`src/rtl/relay_arb_pkg.sv`:
```
// ---------------------------------------------------------------------------
// relay_arb_pkg
// Shared definitions for the relay power arbiter:
//   - ch_state_e  : per-channel relay state
//   - DEF_*       : default timing constants, in 16 ms ticks
//   - hold_cnt_w(): width of a hold counter able to hold max(MIN_ON, MIN_OFF)
// ---------------------------------------------------------------------------
package relay_arb_pkg;

  typedef enum logic [1:0] {
    OFF_READY = 2'd0,  // off, eligible for a grant
    ON_HOLD   = 2'd1,  // on, minimum on-time still running
    ON_FREE   = 2'd2,  // on, may drop as soon as the request goes away
    OFF_LOCK  = 2'd3   // off, minimum off-time still running
  } ch_state_e;

  localparam int DEF_MIN_ON  = 8;
  localparam int DEF_MIN_OFF = 8;
  localparam int DEF_STAGGER = 2;

  // Counter width for the larger of the two hold times (at least one bit).
  function automatic int hold_cnt_w(input int min_on, input int min_off);
    int m;
    m = (min_on > min_off) ? min_on : min_off;
    return (m < 2) ? 1 : $clog2(m + 1);
  endfunction

endpackage

```
`src/rtl/relay_power_arbiter_if.sv`:
```
// ---------------------------------------------------------------------------
// relay_power_arbiter_if
// Bundles the arbiter's functional signals.
//   enable   : global enable, low forces every relay off
//   req      : per-channel relay requests from the sensor FSMs
//   relay    : registered relay drive
//   waiting  : registered req & ~relay
//   on_count : registered number of energised relays
// Modports: master = request side (drives enable/req), slave = arbiter.
// ---------------------------------------------------------------------------
interface relay_power_arbiter_if #(
  parameter int N_CH = 3
);
  localparam int CNT_W = $clog2(N_CH + 1);

  logic             enable;
  logic [N_CH-1:0]  req;
  logic [N_CH-1:0]  relay;
  logic [N_CH-1:0]  waiting;
  logic [CNT_W-1:0] on_count;

  modport master (
    output enable, req,
    input  relay, waiting, on_count
  );

  modport slave (
    input  enable, req,
    output relay, waiting, on_count
  );
endinterface

```
`src/rtl/relay_channel_timer.sv`:
```
// ---------------------------------------------------------------------------
// relay_channel_timer
// One relay channel: state machine plus hold counter that enforces the
// minimum on-time and minimum off-time.
// Ports:
//   clk_16ms    : 16 ms tick clock
//   rst         : asynchronous active-low reset
//   i_grant     : turn-on grant from the arbiter (only when o_ready)
//   i_req       : relay request for this channel
//   i_force_off : global safety override, drops the relay regardless of hold
//   o_relay     : registered relay drive
//   o_relay_nxt : value o_relay takes at the coming edge (for the arbiter's
//                 registered popcount / waiting flags)
//   o_ready     : channel may be granted on the coming edge
// A hold of N ticks is satisfied at the edge that completes the Nth tick;
// on that edge the channel already acts on req (drops or becomes grantable),
// so a relay is on for exactly MIN_ON ticks and off for exactly MIN_OFF ticks
// at minimum.
// ---------------------------------------------------------------------------
module relay_channel_timer
  import relay_arb_pkg::*;
#(
  parameter int MIN_ON  = DEF_MIN_ON,
  parameter int MIN_OFF = DEF_MIN_OFF,
  parameter int CNT_W   = hold_cnt_w(MIN_ON, MIN_OFF)
) (
  input  logic clk_16ms,
  input  logic rst,
  input  logic i_grant,
  input  logic i_req,
  input  logic i_force_off,
  output logic o_relay,
  output logic o_relay_nxt,
  output logic o_ready
);

  localparam logic [CNT_W-1:0] ON_LOAD  = CNT_W'(MIN_ON);
  localparam logic [CNT_W-1:0] OFF_LOAD = CNT_W'(MIN_OFF);
  localparam logic [CNT_W-1:0] ONE      = CNT_W'(1);

  ch_state_e        r_state;
  logic [CNT_W-1:0] r_cnt;
  logic             r_relay;

  logic w_expire;
  logic w_drop;

  // Hold is satisfied once this edge completes (also covers a zero hold).
  assign w_expire = (r_cnt <= ONE);

  // NOTE: every signal written in an always_comb gets a default first, so no
  // latch is inferred on paths the case does not cover.
  always_comb begin
    w_drop = 1'b0;
    case (r_state)
      ON_HOLD: w_drop = i_force_off || (w_expire && !i_req);
      ON_FREE: w_drop = i_force_off || !i_req;
      default: w_drop = 1'b0;
    endcase
  end

  assign o_ready     = (r_state == OFF_READY) || ((r_state == OFF_LOCK) && w_expire);
  assign o_relay     = r_relay;
  assign o_relay_nxt = (r_relay && !w_drop) || i_grant;

  // NOTE: sequential state uses non-blocking assignments so every register
  // samples pre-edge values regardless of statement order.
  always_ff @(posedge clk_16ms or negedge rst) begin
    if (!rst) begin
      r_state <= OFF_READY;
      r_cnt   <= '0;
      r_relay <= 1'b0;
    end else begin
      case (r_state)
        OFF_READY: begin
          if (i_grant) begin
            r_state <= ON_HOLD;
            r_cnt   <= ON_LOAD;
            r_relay <= 1'b1;
          end
        end
        ON_HOLD: begin
          if (w_drop) begin
            r_state <= OFF_LOCK;
            r_cnt   <= OFF_LOAD;
            r_relay <= 1'b0;
          end else if (w_expire) begin
            r_state <= ON_FREE;
            r_cnt   <= '0;
          end else begin
            r_cnt <= r_cnt - 1'b1;
          end
        end
        ON_FREE: begin
          if (w_drop) begin
            r_state <= OFF_LOCK;
            r_cnt   <= OFF_LOAD;
            r_relay <= 1'b0;
          end
        end
        OFF_LOCK: begin
          if (w_expire) begin
            if (i_grant) begin
              r_state <= ON_HOLD;
              r_cnt   <= ON_LOAD;
              r_relay <= 1'b1;
            end else begin
              r_state <= OFF_READY;
              r_cnt   <= '0;
            end
          end else begin
            r_cnt <= r_cnt - 1'b1;
          end
        end
        default: begin
          r_state <= OFF_READY;
          r_cnt   <= '0;
          r_relay <= 1'b0;
        end
      endcase
    end
  end

endmodule

```
`src/rtl/relay_power_arbiter.sv`:
```
// ---------------------------------------------------------------------------
// relay_power_arbiter
// Shares the relay-coil power budget among per-sensor relay requests:
// at most MAX_ON relays energised, turn-on edges at least STAGGER ticks
// apart, and per-channel minimum on/off hold times (relay_channel_timer).
// Ports:
//   clk_16ms : 16 ms tick clock, all state updates on the rising edge
//   rst      : asynchronous active-low reset
//   bus      : relay_power_arbiter_if.slave (enable, req, relay, waiting,
//              on_count)
// Build option: ARB_FIXED_PRIO_EN selects fixed priority (lowest index wins)
// instead of round-robin; all other behaviour is identical.
// ---------------------------------------------------------------------------
module relay_power_arbiter
  import relay_arb_pkg::*;
#(
  parameter int N_CH    = 3,
  parameter int MAX_ON  = 2,
  parameter int MIN_ON  = DEF_MIN_ON,
  parameter int MIN_OFF = DEF_MIN_OFF,
  parameter int STAGGER = DEF_STAGGER
) (
  input logic                  clk_16ms,
  input logic                  rst,
  relay_power_arbiter_if.slave bus
);

  localparam int CNT_W  = $clog2(N_CH + 1);
  localparam int PTR_W  = (N_CH > 1) ? $clog2(N_CH) : 1;
  localparam int STG_W  = (STAGGER > 1) ? $clog2(STAGGER) : 1;
  localparam int HOLD_W = hold_cnt_w(MIN_ON, MIN_OFF);

  localparam logic [CNT_W-1:0] MAX_ON_C = CNT_W'(MAX_ON);
  // Loaded on a grant; the next grant waits until it has counted down to 0.
  localparam logic [STG_W-1:0] STG_LOAD = STG_W'(STAGGER - 1);

  logic [N_CH-1:0]  w_relay;
  logic [N_CH-1:0]  w_relay_nxt;
  logic [N_CH-1:0]  w_ready;
  logic [N_CH-1:0]  w_cand;
  logic [N_CH-1:0]  w_grant;
  logic             w_force_off;
  logic             w_can_grant;
  logic             w_found;
  logic [PTR_W-1:0] w_sel;

  logic [STG_W-1:0] r_stagger;
  logic [CNT_W-1:0] r_on_count;
  logic [N_CH-1:0]  r_waiting;

  assign w_force_off = ~bus.enable;
  assign w_cand      = bus.req & w_ready;
  // Budget uses the registered count: a slot freed this edge is reusable
  // only from the next edge, so the cap holds even transiently.
  assign w_can_grant = bus.enable && (r_stagger == '0) && (r_on_count < MAX_ON_C);

`ifdef ARB_FIXED_PRIO_EN
  function automatic logic [PTR_W:0] pick_fixed(input logic [N_CH-1:0] cand);
    logic             found;
    logic [PTR_W-1:0] sel;
    found = 1'b0;
    sel   = '0;
    for (int i = N_CH - 1; i >= 0; i--) begin
      if (cand[i]) begin
        found = 1'b1;
        sel   = PTR_W'(i);
      end
    end
    return {found, sel};
  endfunction

  assign {w_found, w_sel} = pick_fixed(w_cand);
`else
  localparam logic [PTR_W-1:0] LAST_IDX = PTR_W'(N_CH - 1);

  // Next channel to search from; advances only when a grant is issued.
  logic [PTR_W-1:0] r_ptr;

  function automatic logic [PTR_W:0] pick_rr(input logic [N_CH-1:0]  cand,
                                             input logic [PTR_W-1:0] start);
    logic             found;
    logic [PTR_W-1:0] sel;
    int               idx;
    found = 1'b0;
    sel   = '0;
    for (int k = 0; k < N_CH; k++) begin
      idx = int'(start) + k;
      if (idx >= N_CH) idx = idx - N_CH;
      if (!found && cand[PTR_W'(idx)]) begin
        found = 1'b1;
        sel   = PTR_W'(idx);
      end
    end
    return {found, sel};
  endfunction

  assign {w_found, w_sel} = pick_rr(w_cand, r_ptr);

  always_ff @(posedge clk_16ms or negedge rst) begin
    if (!rst) begin
      r_ptr <= '0;
    end else if (w_grant != '0) begin
      r_ptr <= (w_sel == LAST_IDX) ? '0 : w_sel + 1'b1;
    end
  end
`endif

  always_comb begin
    w_grant = '0;
    if (w_can_grant && w_found) w_grant[w_sel] = 1'b1;
  end

  for (genvar g = 0; g < N_CH; g++) begin : g_ch
    relay_channel_timer #(
      .MIN_ON (MIN_ON),
      .MIN_OFF(MIN_OFF),
      .CNT_W  (HOLD_W)
    ) u_timer (
      .clk_16ms   (clk_16ms),
      .rst        (rst),
      .i_grant    (w_grant[g]),
      .i_req      (bus.req[g]),
      .i_force_off(w_force_off),
      .o_relay    (w_relay[g]),
      .o_relay_nxt(w_relay_nxt[g]),
      .o_ready    (w_ready[g])
    );
  end

  always_ff @(posedge clk_16ms or negedge rst) begin
    if (!rst) begin
      r_stagger  <= '0;
      r_on_count <= '0;
      r_waiting  <= '0;
    end else begin
      if (w_force_off)             r_stagger <= '0;
      else if (w_grant != '0)      r_stagger <= STG_LOAD;
      else if (r_stagger != '0)    r_stagger <= r_stagger - 1'b1;
      // Both flags track the relay value this edge produces.
      r_on_count <= CNT_W'($countones(w_relay_nxt));
      r_waiting  <= bus.req & ~w_relay_nxt;
    end
  end

  assign bus.relay    = w_relay;
  assign bus.waiting  = r_waiting;
  assign bus.on_count = r_on_count;

endmodule

```
`src/flat_wrapper.sv`:
```
// flat-port wrapper written by rule: the top's interface ports become plain ports
module relay_power_arbiter_flat import relay_arb_pkg::*;
#(
  parameter int N_CH    = 3,
  parameter int MAX_ON  = 2,
  parameter int MIN_ON  = DEF_MIN_ON,
  parameter int MIN_OFF = DEF_MIN_OFF,
  parameter int STAGGER = DEF_STAGGER
)
  (clk_16ms, rst, bus_enable, bus_req, bus_relay, bus_waiting, bus_on_count);
  relay_power_arbiter_if #(.N_CH(N_CH)) bus_i ();
  input logic clk_16ms;
  input logic rst;
  input wire logic [$bits(bus_i.enable)-1:0] bus_enable;
  input wire logic [$bits(bus_i.req)-1:0] bus_req;
  output wire logic [$bits(bus_i.relay)-1:0] bus_relay;
  output wire logic [$bits(bus_i.waiting)-1:0] bus_waiting;
  output wire logic [$bits(bus_i.on_count)-1:0] bus_on_count;
  assign bus_i.enable = bus_enable;
  assign bus_i.req = bus_req;
  assign bus_relay = bus_i.relay;
  assign bus_waiting = bus_i.waiting;
  assign bus_on_count = bus_i.on_count;
  relay_power_arbiter #(.N_CH(N_CH), .MAX_ON(MAX_ON), .MIN_ON(MIN_ON), .MIN_OFF(MIN_OFF), .STAGGER(STAGGER)) u_core (.clk_16ms(clk_16ms), .rst(rst), .bus(bus_i));
endmodule
```
`config.mk`:
```
export PLATFORM = sky130hd
export DESIGN_NAME = relay_power_arbiter_flat
export DESIGN_NICKNAME = d
export VERILOG_FILES = /design/src/rtl/relay_arb_pkg.sv /design/src/rtl/relay_power_arbiter_if.sv /design/src/rtl/relay_channel_timer.sv /design/src/rtl/relay_power_arbiter.sv /design/src/flat_wrapper.sv
export SDC_FILE = /design/constraint.sdc
export NUM_CORES = 1
export LEC_CHECK = 0
export CAP_MARGIN = 20
export CORE_MARGIN = 10
export CORE_UTILIZATION = 54
export DETAILED_ROUTE_END_ITERATION = 6
export GPL_TIMING_DRIVEN = 0
export PLACE_DENSITY = 0.8
export SLEW_MARGIN = 15
export SYNTH_ARGS = -nofsm -noshare
export SYNTH_HDL_FRONTEND = slang
export SYNTH_SLANG_ARGS = --single-unit
```
`constraint.sdc`:
```
create_clock -name clk_16ms -period 8.23 [get_ports clk_16ms]
set_input_delay 1.646 -clock clk_16ms [delete_from_list [all_inputs] [get_ports clk_16ms]]
set_output_delay 1.646 -clock clk_16ms [all_outputs]
set_load 0.02 [all_outputs]
```
Word level (Yosys, flattened, before mapping)
Cells that the tools add are included.
- reduce and logical (&&, ||, !) cells: 51
- eq/ne operators: 25
- $lt $le $gt $ge: 12
- add/sub/neg operators: 12
- bitwise operators: 5
- mux-type cells: 82
- operator list (kind ; number):
    4-bit 2-to-1 mux ; 18
    4-bit case mux with 4 select lines ; 3
    2-bit 2-to-1 mux ; 22
    1-bit 2-to-1 mux ; 25
    2-bit case mux with 4 select lines ; 3
    1-bit logical AND ; 15
    2-bit equality test (second input constant) ; 7
    4-bit by 1-bit less-or-equal comparator with 1-bit output (second input constant) ; 3
    1-bit logical OR ; 12
    2-bit by 4-bit less-than comparator with 1-bit output (second input constant) ; 3
    2-bit by 1-bit inequality test with 1-bit output (second input constant) ; 6
    2-bit inequality test (second input constant) ; 6
    2-bit AND reduction ; 6
    4-bit AND reduction ; 3
    4-bit by 1-bit subtractor with 4-bit output (second input constant) ; 3
    3-bit inequality test (second input constant) ; 3
    1-bit case mux with 3 select lines ; 3
    1-bit logical NOT ; 8
    3-bit bitwise AND ; 2
    1-bit binary-select mux with 2-bit select ; 3
    2-bit by 1-bit equality test with 1-bit output (second input constant) ; 3
    3-bit by 2-bit >= comparator with 1-bit output (second input constant) ; 2
    2-bit logical NOT ; 3
    1-bit case mux with 2 select lines ; 3
    18 further kinds ; 22
- bits in registers: 29
- bits of input ports: 6

Longest topological paths before layout
Gate-level depths: netlist of the first run.
- word-level depth: 22
- mapped depth: 11
- gate-level depth less buffers: 10

Cells and area by module
Synthesis of the first run repeated with hierarchy kept, for this count alone.
- cells, all modules: 229
- area, all modules: 2163.3 µm²
- modules (own cells, without submodules) (module ; seq. area each (µm²) ; instances ; cells an instance ; area each (µm²)):
    relay_channel_timer ; 175.2 ; 3 ; 57 ; 530.5
    relay_power_arbiter ; 200.2 ; 1 ; 58 ; 571.8

Worst setup path after synthesis of the first run
OpenSTA, ideal clock, no wires.
- path type: input to register
- from: input port bus_req[1]
- to: register u_core.r_on_count[0], in the netlist u_core.bus.on_count[0]
- arrival time: 3.464 ns
- stages: 8
- path buffers: 0
- library setup time: 0.114 ns
- setup slack: 4.653 ns
- data required time: 8.116 ns
- cell sequence: nand2_1 o41ai_4 o32ai_2 a21o_4 nor3_1 a21oi_1 fa_1 inv_1
- cells in the longest elaborated chain, start to end: 19
- elaborated cells on any way between the ends: 39
- ends and longest elaborated chain (element ; line ; source):
    start: declaration ; flat_wrapper.sv:15 ; input wire logic [$bits(bus_i.req)-1:0] bus_req;
    3-bit bitwise AND ; relay_power_arbiter.sv:52 ; assign w_cand = bus.req & w_ready;
    1-bit binary-select mux with 2-bit select ; relay_power_arbiter.sv:89 ; if (!found && cand[PTR_W'(idx)]) begin
    1-bit 2-to-1 mux (implied by the code) (2 in a row) ; relay_power_arbiter.sv:89 ;
    1-bit 2-to-1 mux ; relay_power_arbiter.sv:89 ;
    1-bit logical NOT ; relay_power_arbiter.sv:89 ;
    1-bit logical AND ; relay_power_arbiter.sv:89 ;
    1-bit 2-to-1 mux ; relay_power_arbiter.sv:89 ;
    1-bit logical NOT ; relay_power_arbiter.sv:89 ;
    [... 2 more ...] ; n/a ;
    2-bit by 3-bit less-than comparator with 1-bit output (implied by the code) / 2-bit by 1-bit >= comparator with 1-bit output (equally long branches) ; relay_power_arbiter.sv:110 ; if (w_can_grant && w_found) w_grant[w_sel] = 1'b1;
    1-bit logical AND (implied by the code) ; relay_power_arbiter.sv:110 ;
    1-bit 2-to-1 mux (implied by the code) ; relay_power_arbiter.sv:110 ;
    1-bit demux with 2-bit select ; n/a ;
    3-bit 2-to-1 mux ; relay_power_arbiter.sv:110 ;
    1-bit logical OR ; relay_channel_timer.sv:64 ; assign o_relay_nxt = (r_relay && !w_drop) || i_grant;
    1-bit by 1-bit adder with 2-bit output (implied by the code) ; relay_power_arbiter.sv:140 ; r_on_count <= CNT_W'($countones(w_relay_nxt));
    2-bit by 1-bit adder with 2-bit output (implied by the code) * ; relay_power_arbiter.sv:140 ;
    end signal: assignment ; relay_power_arbiter.sv:140 ;
    end: declaration ; relay_power_arbiter.sv:48 ; logic [CNT_W-1:0] r_on_count;
Mark *: on every way between the ends. The rest lies on a longest branch, timed or not. The select of a mux whose other input is x is not followed.
A chain may end at the register's enable or synchronous reset.

Worst setup path in the final report of the first run
Ends and elaborated chain as after synthesis.

==> reports/results.txt, run 1 <==
Vias per Instance: 5.74
Nets: 291
Switching Share: 0.456
# DRC: 0
WL final: 4510 µm
crit path kind: input port to flop
pwr/cell area: 439 nW/µm²
Clock Power Share: 0.139
Post-DRT Antenna Nets: 0
area of the die: 7110 µm²
maximum vdd drop: 0.211 mV
detailed placement HPWL: 3350 µm
EDFF count, synth: 0
CTS tree: yes
Worst R2R Start: u_core.g_ch[0].u_timer.r_cnt[0]
# rows: 23
Worst R2R Path Depth: 10
drt initial violations: 116
skew final: 0.00737 ns
post-synthesis sequential area ratio: 0.325
H-tree Lvls: 2
CP max stage cell: fa_1
Worst-Margin Slew: 0.647 ns
Setup TNS Final: 0 ns
startpoint types: input port
post_cts resized: 0
share of cells above drive strength 1: 0.0992
IO Port Bufs: 13
initial antenna violation count: 0
syn_area_per_cell: 9.27 µm²
RSZ-0062 raised after global routing: false
register bit total from synthesis: 29
Reg clk slew, reported paths: 0.07 ns
Crit. End Element: flop
Placeable Area: 4000 µm²
Slew Viols, Final: 0
Initial Utilization: 0.559
Worst Hold Class: flop to flop
status: finished clean
total congestion overflow: 0
Cell Area, Synth: 2230 µm²
Int Pwr: 0.606 mW
vias in the first global route: 1743
crit-path cells: clkdlybuf4s50_1 > nand2_1 > o41ai_4 > o32ai_2 > a21o_4 > nor3_1 > a21oi_1 > fa_1 > inv_1
Hold Vio Cnt, Final: 0
CP max stage delay: 0.56 ns
Yosys Warn Count: 0
Post-Syn Instances: 241
largest net degree at the start of global routing: 30
max cap viols: 0
Final Cycle Share: 0.511
CP required: 8.42 ns
commonest non-fill, non-tap cell in the layout: dfrtp_1
clk buf depth: 2
ys async rst share: 1.00
Area Growth Syn to Fin: 13.6%
global-route wire length before repair: 7800 µm
WHS Path Cells: 1
Slew headroom: 0.564
setup bufs post-CTS: 0
Comb power frac: 0.634
Detailed Routing Iterations Pass 1: 4
hold wc startpoint: u_core.g_ch[2].u_timer.r_cnt[1]
Synth cell types: 54
WP data arrival: 4.39 ns
Post-Syn Nets: 271
WL per Instance: 14.5 µm
num ports: 14
leakage: 1.22 nW
Root Buffer: clkbuf_8
fmax: 238 MHz
Buf+Inv Stages, Crit Path: 2
worst reg2reg path endpoint: u_core.bus.on_count[0]
Worst R2R Setup Slack: 5.09 ns
final setup violation count: 0
Worst-Skew Late Latency: 0.29 ns
CP Max Fanout: 5
CTS Buf Count: 5
vias: 1791
Most used DFF post-synth: dfrtp_1
gpl congestion: 0.854
GRT Util Overall: 0.130
most frequent cells in the layout: dfrtp_1, inv_1, nand2_1
sw power: 0.508 mW
Die X: 84.3 µm
die extent in y: 84.3 µm
ANT cells: 0
fin crit period: 4.20 ns
sequential power share: 0.227
cell family with most CP delay: compound AO/OA/AOI/OAI gates
CTS Sinks: 29
hold_buf cts: 0
Post-Route Utilization: 0.635
Hold EP: u_core.g_ch[2].u_timer.r_cnt[1]
==> per-stage QoR <==
stage / area [µm²] / setup slack, ns / hold WS, ns / total power, mW / cells
2_1_floorplan: 2230 / 4.65 / 0.482 / 0.805 / 241
3_3_place_gp: 2430 / 3.76 / 0.502 / 0.936 / 304
3_5_place_dp: 2420 / 3.75 / 0.511 / 0.952 / 304
4_1_cts: 2540 / 4.03 / 0.526 / 1.12 / 312
5_1_grt: 2540 / 3.80 / 0.538 / 1.22 / 312
6_report: 2540 / 4.03 / 0.526 / 1.11 / 312
==> worst reg2reg max path, stage by stage, from the launching register on <==
cell and delay (ns):
dfrtp_1 0.42, inv_1 0.06, ha_1 0.23, or2_1 0.27
and3_1 0.23, o2111ai_1 0.24, o2111ai_2 0.28, nor3_1 0.52
a21oi_1 0.19, fa_1 0.56, inv_1 0.03
==> Yosys cell counts, drive strengths merged, types with 5 or more instances <==
cell type | instances | share of area
mux2 | 7 | 0.039
o21ai | 16 | 0.036
ha | 23 | 0.13
nand2 | 27 | 0.046
a31oi | 6 | 0.017
and2 | 5 | 0.014
mux2i | 6 | 0.027
inv | 28 | 0.047
a21oi | 16 | 0.036
nor2 | 17 | 0.029
or2 | 6 | 0.018
dfrtp | 29 | 0.32
==> registers in the layout, summed over array words and instances, names as in the netlist <==
| register | cells |
|---|---|
| u_core.r_stagger | 1 |
| u_core.r_ptr | 2 |
| u_core.g_ch.u_timer.o_relay | 3 |
| u_core.bus.on_count | 2 |
| u_core.g_ch.u_timer.r_state | 6 |
| u_core.bus.waiting | 3 |
| u_core.g_ch.u_timer.r_cnt | 12 |
==> logic make-up after synthesis <==
| kind of cell | synth area share |
|---|---|
| xor gates and xnor gates | 0.00784 |
| and+or+nand+nor | 0.152 |
| buffers and inverters | 0.0621 |
| muxes | 0.0655 |
| DFF | 0.325 |
| AOI/OAI and AO/OA | 0.250 |
| adders and majority gates | 0.138 |
==> how the worst max path moves through the flow <==
stage                     startpoint                endpoint  slack [ns]  cells past startpoint
after floorplan           bus_req[1]  u_core.bus.on_count[0]        4.65                      8
after global placement    bus_req[1]  u_core.bus.on_count[0]        3.76                      9
after detailed placement  bus_req[1]  u_core.bus.on_count[0]        3.75                      9
after CTS                 bus_req[1]  u_core.bus.on_count[0]        4.03                      9
after global routing      bus_req[1]  u_core.bus.on_count[0]        3.80                      8
final                     bus_req[1]  u_core.bus.on_count[0]        4.03                      9
==> power by group through the flow <==
stage	registers [mW]	clock network [mW]	logic, mW
after floorplan	0.251	0	0.553
after global placement	0.252	0	0.684
after detailed placement	0.254	0	0.698
after CTS	0.252	0.158	0.705
after global routing	0.261	0.164	0.793
final	0.253	0.155	0.706
==> area by class of cell <==
| cell class | count | area [µm²] |
|---|---|---|
| Clock buffer | 7 | 86.3 |
| Tap cell | 50 | 62.6 |
| Sequential cell | 29 | 726 |
| Buffer | 4 | 33.8 |
| Fill cell | 334 | 1460 |
| Timing Repair Buffer | 13 | 125 |
| Multi-Input combinational cell | 180 | 1370 |
| Inverter | 28 | 105 |
| Clock inverter | 1 | 30.0 |
==> routing by layer <==
metal / up-vias / part of all wire / wire [µm] / GRT usage
met1: 844 / 0.46 / 2090 / 0.154
met3: 9 / 0.055 / 248 / 0.0406
met2: 47 / 0.47 / 2100 / 0.212
li1: 891 / - / - / -
met4: 0 / 0.016 / 74 / 0.0554
met5: - / 0 / 0 / 0
No activity file was read; power rests on OpenSTA's default activity.
==> run 2: changes to the inputs <==
--- a/config.mk
+++ b/config.mk
@@ -10,7 +10,7 @@
 export CORE_UTILIZATION = 54
 export DETAILED_ROUTE_END_ITERATION = 6
 export GPL_TIMING_DRIVEN = 0
-export PLACE_DENSITY = 0.8
+export PLACE_DENSITY = 0.83
 export SLEW_MARGIN = 15
 export SYNTH_ARGS = -nofsm -noshare
 export SYNTH_HDL_FRONTEND = slang
==> constraint.sdc (replaced) <==
create_clock -name clk_16ms -period 3.78 [get_ports clk_16ms]
set_input_delay 0.756 -clock clk_16ms [delete_from_list [all_inputs] [get_ports clk_16ms]]
set_output_delay 0.756 -clock clk_16ms [all_outputs]
set_load 0.02 [all_outputs]
==> reports/results.txt, run 2 (same netlist as run 1, synthesis figures left out) <==
status: finished clean
CP Max Fanout: 5
largest net degree at the start of global routing: 30
WL per Instance: 14.1 µm
# rows: 23
ANT cells: 0
WP data arrival: 3.49 ns
Vias per Instance: 5.79
Slew headroom: 0.573
total congestion overflow: 0
Reg clk slew, reported paths: 0.06 ns
crit path kind: input port to flop
setup bufs post-CTS: 0
Final Cycle Share: 0.874
pwr/cell area: 938 nW/µm²
Top reg by flops: u_core.g_ch.u_timer.r_cnt
area of the die: 7110 µm²
Worst-Skew Late Latency: 0.28 ns
most frequent cells in the layout: dfrtp_1, inv_1, nand2_1
Post-Route Utilization: 0.631
Initial Utilization: 0.559
global-route wire length before repair: 7720 µm
Worst-Margin Slew: 0.634 ns
CTS Sinks: 29
GRT Util Overall: 0.128
WL final: 4410 µm
clk buf depth: 2
Post-DP Area: 2420 µm²
maximum vdd drop: 0.479 mV
top flop regs: u_core.g_ch.u_timer.r_cnt (12), u_core.g_ch.u_timer.r_state (6)
initial antenna violation count: 0
fmax: 303 MHz
skew final: 0.00687 ns
Worst Hold Class: input port to async pin
final instance area: 2520 µm²
RSZ-0062 raised after global routing: false
Crit. End Element: flop
drt initial violations: 161
CTS tree: yes
hold_buf cts: 0
IO Port Bufs: 13
max reg flops: 12
vias in the first global route: 1785
Detailed Routing Iterations Pass 1: 4
post_cts resized: 0
share of cells above drive strength 1: 0.103
CP max stage delay: 0.56 ns
crit-path cells: clkdlybuf4s50_1 > nand2_1 > o41ai_4 > o32ai_2 > a21o_4 > nor3_1 > a21oi_1 > fa_1 > inv_1
H-tree Lvls: 2
CTS Buf Count: 5
vias: 1805
commonest non-fill, non-tap cell in the layout: dfrtp_1
Area Growth Syn to Fin: 12.9%
Hold Vio Cnt, Final: 0
num ports: 14
Buf+Inv Stages, Crit Path: 2
startpoint types: input port
Slew Viols, Final: 0
leakage: 1.22 nW
gpl congestion: 0.916
Placeable Area: 4000 µm²
Die X: 84.3 µm
detailed placement HPWL: 3370 µm
cell family with most CP delay: compound AO/OA/AOI/OAI gates
Setup TNS Final: 0 ns
Nets: 291
CP max stage cell: fa_1
max cap viols: 0
fin crit period: 3.30 ns
final setup violation count: 0
die extent in y: 84.3 µm
CP required: 3.96 ns
Post-DRT Antenna Nets: 0
# DRC: 0
Root Buffer: clkbuf_8
## run 2: worst reg2reg max path, delay by kind of cell, from the launching register on
| family | cells | cell delay (ns) |
|---|---|---|
| compound gates | 3 | 0.68 |
| fa+ha+maj | 2 | 0.80 |
| buf+inv | 2 | 0.10 |
| flops | 1 | 0.41 |
| simple gates | 3 | 1.02 |
## run 2: path summary, 6_finish.rpt
path,startpoint,end,slack (ns),depth (start not counted)
min reg2reg,u_core.g_ch[2].u_timer.r_cnt[1],u_core.g_ch[2].u_timer.r_cnt[1],0.52,1
min in group clk_16ms,u_core.g_ch[2].u_timer.r_cnt[1],u_core.g_ch[2].u_timer.r_cnt[1],0.52,1
max reg2reg,u_core.g_ch[0].u_timer.r_cnt[0],u_core.bus.on_count[0],0.67,10
max in group asynchronous,rst,u_core.r_ptr[1],2.86,1
max,bus_req[1],u_core.bus.on_count[0],0.48,9
min,rst,u_core.g_ch[0].u_timer.r_cnt[1],0.49,1
## run 2: report_power, final
part	leakage (nW)	switching (mW)	internal (mW)	total [mW]
Combinational	0.806	0.875	0.662	1.54
Clock	0.0542	0.121	0.164	0.285
Sequential	0.359	0.103	0.443	0.546
## run 2: stage by stage
step	hold slack, ns	power, mW	setup slack (ns)	std cells
global route	0.533	2.60	0.370	312
CTS	0.519	2.38	0.497	312
detailed placement	0.511	2.07	0.201	304
global placement	0.505	2.03	0.250	304
floorplan	0.460	1.75	1.09	241
finish	0.488	2.37	0.475	312
## run 2: cell type report
type / instances / area (µm²)
Buffer: 4 / 33.8
Clock buffer: 7 / 96.3
Clock inverter: 1 / 5.00
Fill cell: 354 / 1480
Inverter: 28 / 105
Multi-Input combinational cell: 180 / 1370
Sequential cell: 29 / 726
Tap cell: 50 / 62.6
Timing Repair Buffer: 13 / 125
## run 2: metal layers
| layer | GRT usage | up-vias | wire [µm] | share of wire |
|---|---|---|---|---|
| li1 | - | 896 | - | - |
| met1 | 0.154 | 851 | 2020 | 0.46 |
| met2 | 0.201 | 52 | 2010 | 0.46 |
| met3 | 0.0454 | 6 | 316 | 0.072 |
| met4 | 0.0554 | 0 | 62 | 0.014 |
| met5 | 0 | - | 0 | 0 |
==> run 3: changes to the inputs <==
--- a/config.mk
+++ b/config.mk
@@ -6,7 +6,6 @@
 export NUM_CORES = 1
 export LEC_CHECK = 0
 export CAP_MARGIN = 20
-export CORE_MARGIN = 10
 export CORE_UTILIZATION = 54
 export DETAILED_ROUTE_END_ITERATION = 6
 export GPL_TIMING_DRIVEN = 0
==> reports/results.txt, run 3 (same netlist as run 1, synthesis figures left out) <==
drt initial violations: 134
Detailed Routing Iterations Pass 1: 4
Vias per Instance: 5.74
hold_buf cts: 0
vias in the first global route: 1708
gpl congestion: 0.875
global-route wire length before repair: 7260 µm
max reg flops: 12
final setup violation count: 0
Comb power frac: 0.658
crit-path cells: clkdlybuf4s50_1 > nand2_1 > o41ai_4 > o32ai_2 > a21o_4 > nor3_1 > a21oi_1 > fa_1 > inv_1
sw power: 1.10 mW
RSZ-0062 raised after global routing: false
Final Cycle Share: 0.879
Clock Power Share: 0.108
Worst-Margin Slew: 0.656 ns
Area Growth Syn to Fin: 12.3%
CP required: 3.96 ns
GRT Util Overall: 0.218
maximum vdd drop: 0.489 mV
die extent in y: 66.3 µm
Setup TNS Final: 0 ns
WL per Instance: 14.2 µm
CTS tree: yes
Buf+Inv Stages, Crit Path: 2
Die X: 66.3 µm
fillers: 347
skew final: 0.00634 ns
Post-DP Area: 2420 µm²
crit path kind: input port to flop
WP data arrival: 3.50 ns
fmax: 301 MHz
area of the die: 4400 µm²
fin crit period: 3.32 ns
clk buf depth: 2
Hold Vio Cnt, Final: 0
detailed placement HPWL: 3410 µm
# rows: 23
top flop regs: u_core.g_ch.u_timer.r_cnt (12), u_core.g_ch.u_timer.r_state (6)
Top reg by flops: u_core.g_ch.u_timer.r_cnt
initial antenna violation count: 0
ANT cells: 0
final instance area: 2510 µm²
cell family with most CP delay: compound AO/OA/AOI/OAI gates
post_cts resized: 0
Placeable Area: 4000 µm²
CTS Sinks: 29
Worst-Skew Late Latency: 0.28 ns
Reg clk slew, reported paths: 0.06 ns
Nets: 291
H-tree Lvls: 2
max cap viols: 0
vias: 1786
CP max stage delay: 0.56 ns
leakage: 1.21 nW
share of cells above drive strength 1: 0.0958
num ports: 14
setup bufs post-CTS: 0
Crit. End Element: flop
IO Port Bufs: 13
Int Pwr: 1.25 mW
sequential power share: 0.234
commonest non-fill, non-tap cell in the layout: dfrtp_1
CP max stage cell: clkdlybuf4s50_1
WL final: 4410 µm
startpoint types: input port
most frequent cells in the layout: dfrtp_1, inv_1, nand2_1
CP Max Fanout: 5
total congestion overflow: 0
Initial Utilization: 0.559
CTS Buf Count: 5
Switching Share: 0.468
Worst Hold Class: input port to async pin
largest net degree at the start of global routing: 30
Root Buffer: clkbuf_8
Slew Viols, Final: 0
Slew headroom: 0.558
pwr/cell area: 937 nW/µm²
Post-DRT Antenna Nets: 0
status: finished clean
# DRC: 0
-- run 3: worst reg2reg max path: cells and delay by family (launching register included) --
kind | cells | cell delay, ns
flops | 1 | 0.41
buf+inv | 2 | 0.10
fa+ha+maj | 2 | 0.80
compound gates | 3 | 0.66
simple gates | 3 | 0.98
-- run 3: layout make-up --
cell class	count	area (µm²)	share of cell area
inverter	28	105	0.0419
timing repair buffer	13	125	0.0499
tap	50	62.6	0.0249
sequential	29	726	0.289
multi-input combinational	180	1370	0.546
clock buffer	7	86.3	0.0344
buffer	4	33.8	0.0135
-- run 3: through the flow --
step           hold WS (ns)   util  worst slack [ns]  instances  total power, mW
2_1_floorplan         0.460      -              1.09        241             1.75
3_3_place_gp          0.503  0.607             0.219        304             2.03
3_5_place_dp          0.514  0.606             0.154        304             2.09
4_1_cts               0.525  0.627             0.434        311             2.35
5_1_grt               0.558  0.627             0.264        311             2.57
6_report              0.506  0.627             0.459        311             2.35
-- run 3: power groups by stage --
stage / Clock (mW) / Sequential (mW) / Combinational (mW)
floorplan: 0 / 0.547 / 1.20
global placement: 0 / 0.545 / 1.48
detailed placement: 0 / 0.554 / 1.54
CTS: 0.258 / 0.549 / 1.55
global route: 0.270 / 0.568 / 1.73
finish: 0.254 / 0.550 / 1.55
-- run 3: worst paths after layout --
path,from,to,slack [ns],cells past startpoint
worst max-delay path,bus_req[1],u_core.bus.on_count[0],0.46,9
worst min-delay path,rst,u_core.bus.on_count[0],0.51,1
worst max register to register,u_core.g_ch[0].u_timer.r_cnt[0],u_core.bus.on_count[0],0.73,10
worst min register to register,u_core.g_ch[2].u_timer.r_cnt[1],u_core.g_ch[2].u_timer.r_cnt[1],0.52,1
max in group asynchronous,rst,u_core.g_ch[2].u_timer.r_state[1],2.85,1
min in group clk_16ms,u_core.g_ch[2].u_timer.r_cnt[1],u_core.g_ch[2].u_timer.r_cnt[1],0.52,1
-- run 3: metal layers --
layer  vias to the layer above  share of wire  GRT usage  wire [µm]
li1                        895              -          -          -
met1                       839           0.46      0.278       2010
met2                        47           0.49      0.355       2160
met3                         5          0.046     0.0517        201
met4                         0          0.010     0.0851         44
met5                         -              0          0          0
